$ cat src/rtl/rtsnoc_pkg.sv
// Shared constants and FSM state types for the RTSNoC local-port arbiter.
package rtsnoc_pkg;

    localparam int unsigned FLIT_W     = 38;
    localparam int unsigned RX_SEL_LSB = 32;

    typedef enum logic {
        TX_IDLE,
        TX_SEND
    } tx_state_t;

    typedef enum logic {
        RX_IDLE,
        RX_GAP
    } rx_state_t;

endpackage

$ cat src/rtl/rtsnoc_rr_arbiter.sv
// Combinational round-robin arbiter: first asserted request at or after ptr, wrapping.
module rtsnoc_rr_arbiter #(
    parameter int unsigned NUM_REQ = 4,
    parameter int unsigned SEL_W   = 2
) (
    input  logic [NUM_REQ-1:0] req,
    input  logic [SEL_W-1:0]   ptr,
    output logic [NUM_REQ-1:0] grant,
    output logic [SEL_W-1:0]   idx,
    output logic               valid
);
    import rtsnoc_pkg::*;

    logic [SEL_W-1:0] cand;

    always_comb begin
        grant = '0;
        idx   = '0;
        valid = 1'b0;
        cand  = '0;
        for (int unsigned i = 0; i < NUM_REQ; i++) begin
            cand = SEL_W'((32'(ptr) + i) % NUM_REQ);
            if (!valid && req[cand]) begin
                valid       = 1'b1;
                grant[cand] = 1'b1;
                idx         = cand;
            end
        end
    end

endmodule

$ cat src/rtl/rtsnoc_local_port_arbiter.sv
// Shares one RTSNoC router local port between NUM_REQ requesters:
// round-robin registered TX path, RX steering into per-requester single-flit holding registers.
module rtsnoc_local_port_arbiter #(
    parameter int unsigned NUM_REQ    = 4,
    parameter int unsigned SEL_W      = 2,
    parameter int unsigned FLIT_W     = rtsnoc_pkg::FLIT_W,
    parameter int unsigned RX_SEL_LSB = rtsnoc_pkg::RX_SEL_LSB
) (
    input  logic                      clk_i,
    input  logic                      rst_i,
    input  logic [NUM_REQ*FLIT_W-1:0] req_din_i,
    input  logic [NUM_REQ-1:0]        req_wr_i,
    output logic [NUM_REQ-1:0]        req_ack_o,
    output logic [NUM_REQ*FLIT_W-1:0] req_dout_o,
    output logic [NUM_REQ-1:0]        req_nd_o,
    input  logic [NUM_REQ-1:0]        req_rd_i,
    output logic [FLIT_W-1:0]         noc_din_o,
    output logic                      noc_wr_o,
    input  logic                      noc_wait_i,
    input  logic [FLIT_W-1:0]         noc_dout_i,
    input  logic                      noc_nd_i,
    output logic                      noc_rd_o
);
    import rtsnoc_pkg::*;

    tx_state_t          tx_state;
    rx_state_t          rx_state;
    logic [SEL_W-1:0]   rr_ptr;
    logic [SEL_W-1:0]   rr_next;
    logic [NUM_REQ-1:0] pend;
    logic [NUM_REQ-1:0] arb_grant;
    logic [SEL_W-1:0]   arb_idx;
    logic               arb_valid;
    logic [FLIT_W-1:0]  sel_flit;
    logic               tx_load;

    logic [SEL_W-1:0]   rx_sel;
    logic               rx_in_range;
    logic               rx_take;
    logic               rx_fill;

    // A requester acked this cycle still shows req_wr; keep it out of this grant.
    assign pend = req_wr_i & ~req_ack_o;

    rtsnoc_rr_arbiter #(
        .NUM_REQ (NUM_REQ),
        .SEL_W   (SEL_W)
    ) u_arb (
        .req   (pend),
        .ptr   (rr_ptr),
        .grant (arb_grant),
        .idx   (arb_idx),
        .valid (arb_valid)
    );

    always_comb begin
        sel_flit = '0;
        for (int unsigned k = 0; k < NUM_REQ; k++) begin
            if (arb_grant[k]) sel_flit = req_din_i[k*FLIT_W +: FLIT_W];
        end
    end

    assign rr_next = (32'(arb_idx) == NUM_REQ - 1) ? '0 : arb_idx + SEL_W'(1);
    assign tx_load = arb_valid && ((tx_state == TX_IDLE) || !noc_wait_i);

    always_ff @(posedge clk_i) begin
        if (rst_i) begin
            tx_state  <= TX_IDLE;
            noc_wr_o  <= 1'b0;
            noc_din_o <= '0;
            req_ack_o <= '0;
            rr_ptr    <= '0;
        end else begin
            req_ack_o <= '0;
            if (tx_load) begin
                noc_din_o <= sel_flit;
                noc_wr_o  <= 1'b1;
                req_ack_o <= arb_grant;
                rr_ptr    <= rr_next;
                tx_state  <= TX_SEND;
            end else if (tx_state == TX_SEND && !noc_wait_i) begin
                noc_wr_o <= 1'b0;
                tx_state <= TX_IDLE;
            end
        end
    end

    assign rx_sel      = noc_dout_i[RX_SEL_LSB +: SEL_W];
    assign rx_in_range = 32'(rx_sel) < NUM_REQ;
    // Out-of-range targets are popped and dropped; a full target stalls the router head.
    assign rx_take     = (rx_state == RX_IDLE) && noc_nd_i && !(rx_in_range && req_nd_o[rx_sel]);
    assign rx_fill     = rx_take && rx_in_range;

    always_ff @(posedge clk_i) begin
        if (rst_i) begin
            rx_state   <= RX_IDLE;
            noc_rd_o   <= 1'b0;
            req_nd_o   <= '0;
            req_dout_o <= '0;
        end else begin
            noc_rd_o <= rx_take;
            rx_state <= rx_take ? RX_GAP : RX_IDLE;
            for (int unsigned k = 0; k < NUM_REQ; k++) begin
                if (rx_fill && rx_sel == SEL_W'(k)) begin
                    req_nd_o[k]                     <= 1'b1;
                    req_dout_o[k*FLIT_W +: FLIT_W] <= noc_dout_i;
                end else if (req_rd_i[k]) begin
                    req_nd_o[k] <= 1'b0;
                end
            end
        end
    end

endmodule

$ cat config.mk
export PLATFORM = sky130hd
export DESIGN_NAME = rtsnoc_local_port_arbiter
export DESIGN_NICKNAME = d
export VERILOG_FILES = /design/src/rtl/rtsnoc_pkg.sv /design/src/rtl/rtsnoc_rr_arbiter.sv /design/src/rtl/rtsnoc_local_port_arbiter.sv
export SDC_FILE = /design/constraint.sdc
export NUM_CORES = 1
export LEC_CHECK = 0
export CAP_MARGIN = 30
export CORE_AREA = 2 2 156 158
export DETAILED_ROUTE_END_ITERATION = 10
export DIE_AREA = 0 0 158 160
export PLACE_DENSITY = 0.75
export SKIP_CTS_REPAIR_TIMING = 1
export SLEW_MARGIN = 10
export SYNTH_ARGS = -nofsm -noshare
export SYNTH_HDL_FRONTEND = slang
export SYNTH_SLANG_ARGS = --single-unit
$ cat constraint.sdc
create_clock -name clk_i -period 3.3 [get_ports clk_i]
set_input_delay 0.495 -clock clk_i [delete_from_list [all_inputs] [get_ports clk_i]]
set_output_delay 0.495 -clock clk_i [all_outputs]
set_load 0.1 [all_outputs]
==> summary.md, run 1 <==
| Metric | Value |
|---|---|
| Outcome | `finished clean` |
| Root Driver | `clkbuf_16` |
| Post-synthesis adder-cell area fraction | `1.03%` |
| First-pass GRT wire length | `48800 µm` |
| Gpl congestion | `between 0.9 and 1` |
| Clk pin slew, worst setup/hold paths | `~70 ps` |
| GR Layer Usage met3 | `5.81%` |
| Worst min path class | `reg -> reg` |
| Synth cell types | `46` |
| Critical Path End Type | `flip-flop` |
| Largest family of logic cells by synthesized area | `compound AO/OA/AOI/OAI gates` |
| Clk buf depth | `3` |
| RSZ-0062 raised after global routing | `no` |
| Overflow after GRT | `0` |
| Max-Cap Viols | `0` |
| Total GRT Usage | `between 20% and 30%` |
| Layout fillers | `roughly 2200` |
| Site row count | `57` |
| Sequential area share after synthesis | `47.8%` |
| Cell area after synthesis | `8470 µm²` |
| Pwr Density | `710 nW/µm²` |
| Final min period | `3020 ps` |
| Post-Synthesis Mean Instance Area | `8.15 µm²` |
| Die width | `158 µm` |
| GR Layer Usage met1 | `28.1%` |
| Most used routing layer | `met2` |
| R2R cell count | `10` |
| Clock Latency Late Sink | `~490 ps` |
| Number of port buffers | `401` |
| CTS tree | `done` |
| Number of synthesized flops with an enable pin | `0` |
| Mux cell area share after synthesis | `between 1 and 1.5%` |
| Relative slew slack | `29.0%` |
| Syn Nets | `1248` |
| Final Setup Violations | `0` |
| TNS Setup | `0 ps` |
| XOR/XNOR Fraction of Synth Area | `0.207%` |
| Post-Synthesis Cells | `about 1000` |
| Yosys Warn Count | `0` |
| Yosys reg bits | `just over 200` |
| Die Height | `between 150 and 200 µm` |
| Ratio of final minimum period to clock period | `between 90% and 100%` |
| Initial antenna violation count | `6` |
| Peak supply drop | `467 µV` |
| Largest net degree at the start of global routing | `160` |
| Final wirelength | `32700 µm` |
| Initial DRC Count | `~710` |
| CP Launch Type | `flip-flop` |
| CORE AREA | `23800 µm²` |
| DRT Pass-1 Iters | `5` |
| Multi-input gate area | `3950 µm²` |
| Layout cells sized above 1 | `7.55%` |
| Worst-path fanout max | `38` |
| Critical path class | `reg -> reg` |
| Routed len/inst | `about 19 µm` |
| Number of global-route vias before repair | `8854` |
| Required time of the critical path | `3670 ps` |
| Final net count | `between 1500 and 2000` |
| Die Area | `25300 µm²` |
| Starting Density | `35.5%` |
| Ys async rst share | `0%` |
| Clock skew | `approximately 6.4 ps` |
| ANT nets after route | `0` |
| Hpwl dp | `22800 µm` |
| # DRC | `0` |
| Hold path cells | `2` |
| I/O pin cnt | `402` |
| Register Area | `roughly 4000 µm²` |
| Max Slew Vio Count | `0` |
| Commonest non-fill, non-tap cell in the layout | `clkdlybuf4s50_1` |
| R2R setup slack | `280 ps` |
| Area growth syn-to-layout | `60.0%` |
| FMAX | `0.331 GHz` |
| Synth Area in Compound Gates | `24.1%` |
| Clock Sink Count | `202` |
| Top FF cell, synth | `dfxtp_1` |
| Worst Path Arrival | `3390 ps` |
| Via count | `between 9000 and 10000` |
| H-tree levels | `1` |
| Slew @ Worst Pin | `between 1000 and 1500 ps` |
| Final Hold Violating Endpoints | `0` |
| Final design utilization | `56.9%` |
| Leak pwr | `4.99 nW` |
| Total CTS buffers | `21` |
| GR Util met2 | `42.1%` |
| DR vias/cell | `5.24` |
| Synth Area in Simple Gates | `between 15 and 20%` |
| Commonest non-fill, non-tap cells in the layout | `clkdlybuf4s50_1, nand2_1, dfxtp_1` |
cells in the mapped netlist, types with 4 or more instances:
cell | instances | area share [%]
buf_1 | 4 | 0.18
nor3b_1 | 7 | 0.62
o21ai_0 | 6 | 0.35
dfxtp_1 | 202 | 48
a22o_1 | 41 | 4.2
nor2b_1 | 6 | 0.44
o32ai_1 | 40 | 4.1
buf_6 | 5 | 0.66
a31oi_1 | 4 | 0.30
buf_4 | 5 | 0.44
nor3_1 | 15 | 0.89
nand2_1 | 334 | 15
a221o_1 | 38 | 4.5
nand2b_1 | 8 | 0.59
a21oi_1 | 153 | 9.0
inv_1 | 38 | 1.7
ha_1 | 7 | 1.0
buf_2 | 15 | 0.89
nor2_1 | 16 | 0.71
clkbuf_1 | 58 | 2.6
stage by stage:
step                setup slack (ps)  hold WS (ps)  instances  area (µm²)  power [W]
finish                           278           452       1748       13500    0.00962
global route                     114           471       1748       13500     0.0100
CTS                              118           454       1742       13500    0.00964
detailed placement               118           446       1705       12800    0.00713
global placement                 137           441       1705       12800    0.00710
floorplan                        235           556       1039        8470    0.00589
worst max-delay path: stages (launching register included):
cell and delay, ps:
dfxtp_1 340, inv_2 110, ha_1 460, buf_4 220, a31oi_2 340, nand2_1 140
nor3_2 380, a221oi_2 160, and4_1 200, buf_12 180, a221o_1 340
state kept, by name, indices dropped and copies added, names as in the netlist, named ones only:
register / cells
noc_din_o: 38
noc_rd_o: 1
req_ack_o: 4
req_dout_o: 152
req_nd_o: 4
rr_ptr: 1
tx_state: 1
kinds of logic (layout without fill, tap and decap cells):
group,count (synthesis),in the layout
multiplexers,6,6
XOR/XNOR,2,2
AND/OR/NAND/NOR,401,401
other,0,6
flip-flops,202,202
AO/OA/AOI/OAI,294,294
buffers and inverters,127,506
adder cells (fa/ha/maj),7,7
power by group:
group | internal (W) | leakage [nW] | switching (W) | total, W
Sequential | 0.00265 | 1.64 | 0.000132 | 0.00278
Clock | 0.00152 | 0.356 | 0.000985 | 0.00250
Combinational | 0.00147 | 2.99 | 0.00286 | 0.00433
Total | 0.00564 | 4.99 | 0.00397 | 0.00962
routing by layer:
metal	wire, µm	share of wire, %	up-vias
met3	3020	9.3	85
met2	16000	49	459
met5	0	0	-
met4	1490	4.6	0
met1	12100	37	4281
li1	-	-	4326
path summary, 6_finish.rpt:
path / start / end
setup / recovery: flip-flop / noc_din_o[13]
hold / removal: req_dout_o[36] / req_dout_o[36]
setup reg to reg: flip-flop / noc_din_o[13]
hold reg to reg: req_dout_o[36] / req_dout_o[36]
layout make-up:
| class | instances | area share [%] |
|---|---|---|
| flip-flops and latches | 202 | 29.9 |
| multi-input cells | 710 | 29.1 |
| repair buffers | 429 | 31.4 |
| inverters | 40 | 1.11 |
| well taps | 324 | 2.99 |
| clock inverters | 9 | 0.951 |
| diodes | 6 | 0.111 |
| clock buffers | 28 | 4.44 |
Note: power is estimated with default switching activity, not from simulation.
==> run 2, diff against run 1 <==
--- a/config.mk
+++ b/config.mk
@@ -15,3 +15,4 @@
 export SYNTH_ARGS = -nofsm -noshare
 export SYNTH_HDL_FRONTEND = slang
 export SYNTH_SLANG_ARGS = --single-unit
+export TNS_END_PERCENT = 5
==> results of run 2 <==
Same layout as run 1: the final DEF is identical, and so are final timing and power.
